### config.mk
export PLATFORM = sky130hd
export DESIGN_NAME = branch_target_predictor_flat
export DESIGN_NICKNAME = d
export VERILOG_FILES = /design/src/rtl/branch_target_predictor_if.sv /design/src/rtl/branch_target_predictor.sv /design/src/flat_wrapper.sv
export SDC_FILE = /design/constraint.sdc
export NUM_CORES = 2
export LEC_CHECK = 0
export CAP_MARGIN = 20
export CORE_MARGIN = 4
export CORE_UTILIZATION = 45
export DETAILED_ROUTE_END_ITERATION = 6
export PLACE_DENSITY_LB_ADDON = 0.15
export SLEW_MARGIN = 20
export SYNTH_ARGS = -nofsm -noshare
export SYNTH_HDL_FRONTEND = slang
export SYNTH_SLANG_ARGS = --single-unit
### constraint.sdc
create_clock -name clk -period 6.6 [get_ports clk]
set_input_delay 0.99 -clock clk [delete_from_list [all_inputs] [get_ports clk]]
set_output_delay 0.99 -clock clk [all_outputs]
set_load 0.01 [all_outputs]
### src/rtl/branch_target_predictor_if.sv
// Lookup/update bus of the branch target predictor: fetch-side lookup, execute-side
// update, stall gate and flush. The master drives requests, the slave (predictor) answers.
interface branch_target_predictor_if #(
    parameter int PC_BITWIDTH = 30
) ();
    logic                   clk_en;
    logic                   flush;
    logic [PC_BITWIDTH-1:0] r_address;
    logic                   we;
    logic [PC_BITWIDTH-1:0] w_address;
    logic [PC_BITWIDTH-1:0] w_target;
    logic                   w_taken;
    logic                   hit;
    logic                   predict_taken;
    logic [PC_BITWIDTH-1:0] target;

    modport master (
        output clk_en, flush, r_address, we, w_address, w_target, w_taken,
        input  hit, predict_taken, target
    );

    modport slave (
        input  clk_en, flush, r_address, we, w_address, w_target, w_taken,
        output hit, predict_taken, target
    );
endinterface

### src/rtl/branch_target_predictor.sv
// Set-associative BTB with 2-bit direction counters and per-set round-robin replacement.
// Optional macro BTB_WRITE_BYPASS_EN forwards a same-address update into the lookup result.
module branch_target_predictor #(
    parameter int PC_BITWIDTH    = 30,
    parameter int INDEX_BITWIDTH = 4,
    parameter int WAYS           = 2
) (
    input  logic                      clk,
    input  logic                      async_rst_n,
    branch_target_predictor_if.slave  bus
);
    localparam int SETS    = 2 ** INDEX_BITWIDTH;
    localparam int TAGSIZE = PC_BITWIDTH - INDEX_BITWIDTH;
    localparam int WAY_W   = (WAYS > 1) ? $clog2(WAYS) : 1;

    typedef logic [WAY_W-1:0] way_t;

    function automatic logic [1:0] ctr_step(input logic [1:0] c, input logic up);
        if (up) return (c == 2'b11) ? c : c + 2'd1;
        else    return (c == 2'b00) ? c : c - 2'd1;
    endfunction

    logic [WAYS-1:0]        valid   [SETS];
    way_t                   rr      [SETS];
    logic [TAGSIZE-1:0]     tag_mem [SETS][WAYS];
    logic [PC_BITWIDTH-1:0] tgt_mem [SETS][WAYS];
    logic [1:0]             ctr_mem [SETS][WAYS];

    logic [INDEX_BITWIDTH-1:0] r_idx, w_idx;
    logic [TAGSIZE-1:0]        r_tag, w_tag;

    assign r_idx = bus.r_address[INDEX_BITWIDTH-1:0];
    assign r_tag = bus.r_address[PC_BITWIDTH-1:INDEX_BITWIDTH];
    assign w_idx = bus.w_address[INDEX_BITWIDTH-1:0];
    assign w_tag = bus.w_address[PC_BITWIDTH-1:INDEX_BITWIDTH];

    logic                   r_hit, r_msb;
    logic [PC_BITWIDTH-1:0] r_tgt;

    always_comb begin
        r_hit = 1'b0;
        r_msb = 1'b0;
        r_tgt = '0;
        for (int i = 0; i < WAYS; i++) begin
            if (valid[r_idx][i] && tag_mem[r_idx][i] == r_tag) begin
                r_hit = 1'b1;
                r_msb = ctr_mem[r_idx][i][1];
                r_tgt = tgt_mem[r_idx][i];
            end
        end
    end

    logic       w_hit, any_free;
    way_t       w_way, free_way, victim, rr_next;
    logic [1:0] w_ctr;

    always_comb begin
        w_hit    = 1'b0;
        w_way    = '0;
        w_ctr    = '0;
        any_free = 1'b0;
        free_way = '0;
        for (int i = 0; i < WAYS; i++) begin
            if (valid[w_idx][i] && tag_mem[w_idx][i] == w_tag) begin
                w_hit = 1'b1;
                w_way = way_t'(i);
                w_ctr = ctr_mem[w_idx][i];
            end
        end
        // Descending scan so the lowest-numbered invalid way wins.
        for (int i = WAYS - 1; i >= 0; i--) begin
            if (!valid[w_idx][i]) begin
                any_free = 1'b1;
                free_way = way_t'(i);
            end
        end
    end

    assign victim  = any_free ? free_way : rr[w_idx];
    assign rr_next = (rr[w_idx] == way_t'(WAYS - 1)) ? '0 : rr[w_idx] + 1'b1;

    logic do_write, do_upd, do_alloc;

    assign do_write = bus.clk_en && !bus.flush && bus.we;
    assign do_upd   = do_write && w_hit;
    assign do_alloc = do_write && !w_hit && bus.w_taken;

    always_ff @(posedge clk or negedge async_rst_n) begin
        if (!async_rst_n) begin
            for (int s = 0; s < SETS; s++) begin
                valid[s] <= '0;
                rr[s]    <= '0;
            end
        end else if (bus.clk_en && bus.flush) begin
            for (int s = 0; s < SETS; s++) begin
                valid[s] <= '0;
                rr[s]    <= '0;
            end
        end else if (do_alloc) begin
            valid[w_idx][victim] <= 1'b1;
            if (!any_free) rr[w_idx] <= rr_next;
        end
    end

    // Payload arrays carry no reset; valid bits qualify them.
    always_ff @(posedge clk) begin
        if (do_upd) begin
            tgt_mem[w_idx][w_way] <= bus.w_target;
            ctr_mem[w_idx][w_way] <= ctr_step(w_ctr, bus.w_taken);
        end else if (do_alloc) begin
            tag_mem[w_idx][victim] <= w_tag;
            tgt_mem[w_idx][victim] <= bus.w_target;
            ctr_mem[w_idx][victim] <= 2'b10;
        end
    end

`ifdef BTB_WRITE_BYPASS_EN
    logic       bypass;
    logic [1:0] byp_ctr;

    assign bypass  = bus.we && (bus.w_address == bus.r_address) && (w_hit || bus.w_taken);
    assign byp_ctr = w_hit ? ctr_step(w_ctr, bus.w_taken) : 2'b10;
`endif

    // ---- lookup result register (p1) ----
    logic                   hit_p1, predict_taken_p1;
    logic [PC_BITWIDTH-1:0] target_p1;

    always_ff @(posedge clk or negedge async_rst_n) begin
        if (!async_rst_n) begin
            hit_p1           <= 1'b0;
            predict_taken_p1 <= 1'b0;
            target_p1        <= '0;
        end else if (bus.clk_en) begin
            if (bus.flush) begin
                hit_p1           <= 1'b0;
                predict_taken_p1 <= 1'b0;
                target_p1        <= '0;
`ifdef BTB_WRITE_BYPASS_EN
            end else if (bypass) begin
                hit_p1           <= 1'b1;
                predict_taken_p1 <= byp_ctr[1];
                target_p1        <= bus.w_target;
`endif
            end else begin
                hit_p1           <= r_hit;
                predict_taken_p1 <= r_hit && r_msb;
                target_p1        <= r_tgt;
            end
        end
    end

    assign bus.hit           = hit_p1;
    assign bus.predict_taken = predict_taken_p1;
    assign bus.target        = target_p1;
endmodule

### src/flat_wrapper.sv
// flat-port wrapper written by rule: the top's interface ports become plain ports
module branch_target_predictor_flat 
#(
    parameter int PC_BITWIDTH    = 30,
    parameter int INDEX_BITWIDTH = 4,
    parameter int WAYS           = 2
)
  (clk, async_rst_n, bus_clk_en, bus_flush, bus_r_address, bus_we, bus_w_address, bus_w_target, bus_w_taken, bus_hit, bus_predict_taken, bus_target);
  branch_target_predictor_if #(.PC_BITWIDTH(PC_BITWIDTH)) bus_i ();
  input  logic clk;
  input  logic async_rst_n;
  input wire logic [$bits(bus_i.clk_en)-1:0] bus_clk_en;
  input wire logic [$bits(bus_i.flush)-1:0] bus_flush;
  input wire logic [$bits(bus_i.r_address)-1:0] bus_r_address;
  input wire logic [$bits(bus_i.we)-1:0] bus_we;
  input wire logic [$bits(bus_i.w_address)-1:0] bus_w_address;
  input wire logic [$bits(bus_i.w_target)-1:0] bus_w_target;
  input wire logic [$bits(bus_i.w_taken)-1:0] bus_w_taken;
  output wire logic [$bits(bus_i.hit)-1:0] bus_hit;
  output wire logic [$bits(bus_i.predict_taken)-1:0] bus_predict_taken;
  output wire logic [$bits(bus_i.target)-1:0] bus_target;
  assign bus_i.clk_en = bus_clk_en;
  assign bus_i.flush = bus_flush;
  assign bus_i.r_address = bus_r_address;
  assign bus_i.we = bus_we;
  assign bus_i.w_address = bus_w_address;
  assign bus_i.w_target = bus_w_target;
  assign bus_i.w_taken = bus_w_taken;
  assign bus_hit = bus_i.hit;
  assign bus_predict_taken = bus_i.predict_taken;
  assign bus_target = bus_i.target;
  branch_target_predictor #(.PC_BITWIDTH(PC_BITWIDTH), .INDEX_BITWIDTH(INDEX_BITWIDTH), .WAYS(WAYS)) u_core (.clk(clk), .async_rst_n(async_rst_n), .bus(bus_i));
endmodule
### Word-level counts from Yosys, hierarchy flattened

Memories as Yosys holds them, arrays and structs flattened.
Index checks and enable logic that the tools add are counted.

* register bits after elaboration: 80
* bits in writable memories: 1856
* input bits: 96
* output and inout port bits: 32
* word-level logic and storage cells: 271
* memories kept: 3

* add/sub/neg operators: 3
* magnitude comparators: 9
* eq/ne operators: 6
* muxes and demuxes: 126
* bitwise operators: 69
* reductions and logical operators: 20

Memory list
* u_core.tgt_mem: depth 16, bits a word 60, read ports 1, clocked after memory_dff 0, wr ports 1, RTL line branch_target_predictor.sv:26 `logic [PC_BITWIDTH-1:0] tgt_mem [SETS][WAYS];`
* u_core.tag_mem: depth 16, bits a word 52, read ports 2, clocked after memory_dff 0, wr ports 1, RTL line branch_target_predictor.sv:25 `logic [TAGSIZE-1:0] tag_mem [SETS][WAYS];`
* u_core.ctr_mem: depth 16, bits a word 4, read ports 2, clocked after memory_dff 0, wr ports 1, RTL line branch_target_predictor.sv:27 `logic [1:0] ctr_mem [SETS][WAYS];`

Operator list (number)
* $mux 30: 5
* $mux 60: 2
* $eq 26x26->1: 4
* $mux 1: 85
* $mux 32: 2
* $or 1x1->1: 64
* $demux 30 s1: 2
* $mux 52: 1
* $mux 16: 3
* $or 32x32->32: 1
* $demux 26 s1: 1
* $mux 2: 13
* $mux 26: 1
* $bmux 2 s4: 2
* $bwmux 16: 1
* $logic_and 1x1->1: 15
* $ge 5x5->1 const B: 2
* $not 4->5: 2
* $demux 2 s4: 1
* $mux 4: 2
* $lt 5x1->1 const B: 1
* $bmux 1 s4: 1
* $demux 1 s4: 1
* $demux 2 s1: 2
* 15 further kinds: 19

### Depth between registers and ports, before layout

* depth in word-level cells: 16
* gate-level depth with buffers: 19
* gate-level depth less buffers: 9

### Least setup slack after synthesis

OpenSTA, ideal clock, no wires.

* kind: input -> register
* start: in bus_w_address[3]
* end: mem u_core.ctr_mem[13][0] (netlist bit) (enable)
* library setup time: 0.502 ns
* data arrival time: 6.683 ns
* data required time: 6.098 ns
* setup slack: -0.585 ns
* cell stages on the path: 16
* buffers on the path: 7
* cell sequence: buf_2 buf_4 buf_2 buf_2 buf_2 mux4_2 a22o_1 a221oi_1 xnor2_1 a21oi_1 nand4_1 or3_1 buf_2 a31oi_2 buf_2 nor4_1

* longest elaborated chain between the ends: 14
* elaborated cells between the ends (all ways): 41
* those cells by class: 4 x order compare; 2 x eq/ne; 22 x mux; 4 x bitwise; 8 x reduce/logical; 1 x memory

RTL lines
* start: declaration: RTL line flat_wrapper.sv:16 `input wire logic [$bits(bus_i.w_address)-1:0] bus_w_address;`
* branches (longest 14 deep; another with $mem_v2 16x52)
* end: declaration: RTL line branch_target_predictor.sv:27

Parallel ways; which one is timed is not known. The select of a mux whose other input is x is not followed.

### Worst setup path after layout

* start: in bus_r_address[3]
* end: reg u_core.target_p1[22], in the netlist u_core.bus.target[22]

* longest elaborated chain between the ends: 8
* elaborated cells between the ends (all ways): 13
* those cells by class: 2 x eq/ne; 6 x mux; 1 x bitwise; 2 x reduce/logical; 2 x memory

RTL lines
* start: declaration: RTL line flat_wrapper.sv:14 `input wire logic [$bits(bus_i.r_address)-1:0] bus_r_address;`
* branches (longest 6 deep; another with $mem_v2 16x52)
* $mux 30 (*): RTL line branch_target_predictor.sv:45 `if (valid[r_idx][i] && tag_mem[r_idx][i] == r_tag) begin`
* $mux 30 (*): RTL line branch_target_predictor.sv:135 `if (bus.flush) begin`
* end signal: assignment: RTL line branch_target_predictor.sv:148 `target_p1 <= r_tgt;`
* end: declaration: RTL line branch_target_predictor.sv:127 `logic [PC_BITWIDTH-1:0] target_p1;`

Mark *: on every way between the ends. The select of a mux whose other input is x is not followed.
A chain may end at the register's enable or synchronous reset.

==> impl_metrics.env <==
export IMPL_status="completed"
export IMPL_synthSimpleGateAreaFrac_pct=1.89
export IMPL_slew_viol_final=0
export IMPL_clk_root_buffer_cell="clkbuf_16"
export IMPL_synth_area_sq_um=84000
export IMPL_final_nets=4512
export IMPL_setup_viol=0
export IMPL_fillers=14700
export IMPL_cts_max_path_buffers=3
export IMPL_path_max_fanout=49
export IMPL_cap_violations=0
export IMPL_drtAntennaViolNets=0
export IMPL_crit_required_ps=7300
export IMPL_pin_count=128
export IMPL_drt_iter0_drc=5920
export IMPL_hold_path_class="in2async"
export IMPL_finalCritPeriodShare_pct=78.1
export IMPL_worstPathArrival_ps=5860
export IMPL_synth_seq_cells=1936
export IMPL_rows=158
export IMPL_worst_pin_slew_ps=1010
export IMPL_crit_start="bus_r_address[3]"
export IMPL_post_cts_setup_buffers=0
export IMPL_cts_hold_buf=0
export IMPL_rr_startpoint="u_core.tag_mem[10][27]"
export IMPL_cts_buffers_inserted=199
export IMPL_die_w_microns=440
export IMPL_grt_pass1_wl_mm=359
export IMPL_cts_resized=0
export IMPL_cts_sinks=1936
export IMPL_ys_seq_area_share_pct=68.8
export IMPL_clk_insertion_delay_late_ps=860
export IMPL_synth_top_family_by_area="multiplexers"
export IMPL_dpl_hpwl_mm=165
export IMPL_rsz0062_at_grt="false"
export IMPL_clock_skew_ps=77.8
export IMPL_async_flop_share_pct=4.13
export IMPL_synth_compound_area_share_pct=3.53
export IMPL_holdWs_ps=68.4
export IMPL_synth_nets=4180
export IMPL_period_minus_slack_ps=5160
export IMPL_yosysWarnings=0
export IMPL_leakagePower_nw=30.9
export IMPL_synthMuxAreaShare_pct=22.9
export IMPL_track_usage_pct=26.3
export IMPL_r2r_end="u_core.tgt_mem[15][12]"
export IMPL_fin_cells=7058
export IMPL_cts_tree="built"
export IMPL_crit_end="u_core.bus.target[22]"
export IMPL_relSlewSlack_pct=32.0
export IMPL_htreeDepth=4
export IMPL_place_inst=6694
export IMPL_critPathLaunchType="primary input"
export IMPL_grt_pass1_vias=46200
export IMPL_cp_end_kind="flop"
export IMPL_ir_drop_uv=237
export IMPL_utilization_pct=51.9
export IMPL_firstDrtPassIters=5
export IMPL_antenna_found_initial=10
export IMPL_synth_cell_types=88
export IMPL_wl_per_cell_microns=36.0
export IMPL_vias=45700
export IMPL_fmax_ghz=0.194
export IMPL_drcViolationCount=0
export IMPL_powerDensity_nw_per_um2=271
export IMPL_coreArea_sq_um=185000
export IMPL_synth_xor_area_share_pct=0.897
export IMPL_design_die_area_sq_um=194000
export IMPL_io_buffer_count=127
export IMPL_layout_drive_gt1_share_pct=31.9
export IMPL_synth_edf_count=1856
export IMPL_area_growth_pct=14.6
export IMPL_syn_area_per_cell_sq_um=20.6
export IMPL_grt_max_degree=125
export IMPL_routabilityCongestion=0.978
export IMPL_vias_per_cell=6.48
export IMPL_synth_top_flop_cell="edfxtp_1"
export IMPL_gr_total_overflow=0
export IMPL_timing_reg2reg_setup_slack_ps=2030
export IMPL_synth_cells=4084
export IMPL_finalWirelength_mm=254
export IMPL_final_hold_violation_count=0
export IMPL_r2r_cells=10
export IMPL_synth_adder_area_share_pct=0.0119
export IMPL_start_util_pct=45.3
export IMPL_die_h_microns=440
export IMPL_critPathKind="in2reg"
export IMPL_clkTransAtPathRegs_ps=60
[worst min-delay path by stage]
| stage | end | slack, ps | start | cells after the start |
|---|---|---|---|---|
| floorplan | u_core.valid[0] | 460 | u_core.valid[0] | 2 |
| global placement | u_core.valid[29] | 490 | u_core.valid[29] | 1 |
| detailed placement | u_core.valid[29] | 500 | u_core.valid[29] | 1 |
| CTS | u_core.bus.target[15] | 30 | async_rst_n | 1 |
| global route | u_core.bus.target[11] | 50 | async_rst_n | 1 |
| finish | u_core.bus.target[10] | 70 | async_rst_n | 1 |
[state kept, by name, summed over array words and instances (netlist names)]
name                      flops
u_core.bus.target            30
u_core.valid                 32
u_core.tgt_mem              960
u_core.bus.predict_taken      1
u_core.ctr_mem               64
u_core.bus.hit                1
u_core.rr                    16
u_core.tag_mem              832
[worst max-delay path, cell delays in order]
cell,delay [ps]
clkdlybuf4s50_1,790
inv_8,530
buf_12,430
mux4_2,580
xnor2_1,480
nand4_1,300
nor3_1,380
o2111ai_2,490
nor2_1,260
nand2_2,70
buf_4,250
o21ai_0,250
[layout make-up]
| type | count | area, sq um | share of cell area (%) |
|---|---|---|---|
| diodes | 3 | 7.51 | 0.00781 |
| inverters | 64 | 248 | 0.258 |
| flip-flops and latches | 1936 | 57700 | 60.0 |
| multi-input cells | 1802 | 24900 | 25.8 |
| clock inverters | 105 | 856 | 0.890 |
| repair buffers | 413 | 4080 | 4.24 |
| clock buffers | 255 | 5290 | 5.50 |
| well taps | 2480 | 3100 | 3.23 |
[synth_stat cells (25+ instances only)]
library cell | count | area share [%]
mux4_2 | 733 | 20
o21ai_0 | 53 | 0.32
xor2_1 | 26 | 0.27
nand2_1 | 78 | 0.35
nor2_1 | 90 | 0.40
a31oi_1 | 37 | 0.28
a22oi_1 | 76 | 0.68
buf_1 | 58 | 0.26
a21oi_1 | 25 | 0.15
buf_2 | 48 | 0.29
mux2i_1 | 197 | 2.3
clkbuf_1 | 126 | 0.56
xnor2_1 | 60 | 0.63
buf_6 | 25 | 0.34
o22ai_1 | 39 | 0.29
edfxtp_1 | 1856 | 66
nor3_1 | 54 | 0.32
dfrtp_1 | 80 | 2.4
mux2_2 | 59 | 0.79
inv_1 | 62 | 0.28
[metal layers]
layer | share of wire, % | global-route usage, %
met2 | 48 | 41.8
met1 | 40 | 36.7
met3 | 8.3 | 5.08
met5 | 0.0098 | 0
met4 | 3.8 | 9.44
[stage by stage]
step / total power, mW / setup slack (ps) / area [sq um] / setup TNS [ps]
finish: 26.0 / 1440 / 96200 / 0
floorplan: 14.8 / -585 / 84000 / -265770
detailed placement: 15.6 / 465 / 90000 / 0
CTS: 26.2 / 1370 / 96100 / 0
global placement: 15.6 / 539 / 90000 / 0
global route: 26.9 / 1200 / 96200 / 0
[cells in the final DEF (no fill, tap or decap), drive strengths merged, types with 60 or more instances in the layout]
cell           instances
edfxtp              1856
mux4                 733
buf                  293
clkbuf               257
mux2i                197
clkdlybuf4s50        118
nor2                  91
clkinv                89
dfrtp                 80
a22oi                 79
nand2                 78
inv                   69
mux2                  65
xnor2                 60
[kinds of logic (layout without fill, tap and decap cells)]
group,Yosys count,count (layout)
compound gates,390,390
xor+xnor,86,86
fa+ha+maj,1,1
buf+inv,346,837
flops,1936,1936
mux,995,995
other cells,0,3
simple gates,330,330
[report_power, final]
group | leakage [nW] | internal [mW] | switching (mW)
Sequential | 17.8 | 13.5 | 0.00886
Combinational | 10.0 | 0.732 | 1.14
Clock | 3.00 | 5.91 | 4.78
Power figures use the tool's default switching activity.
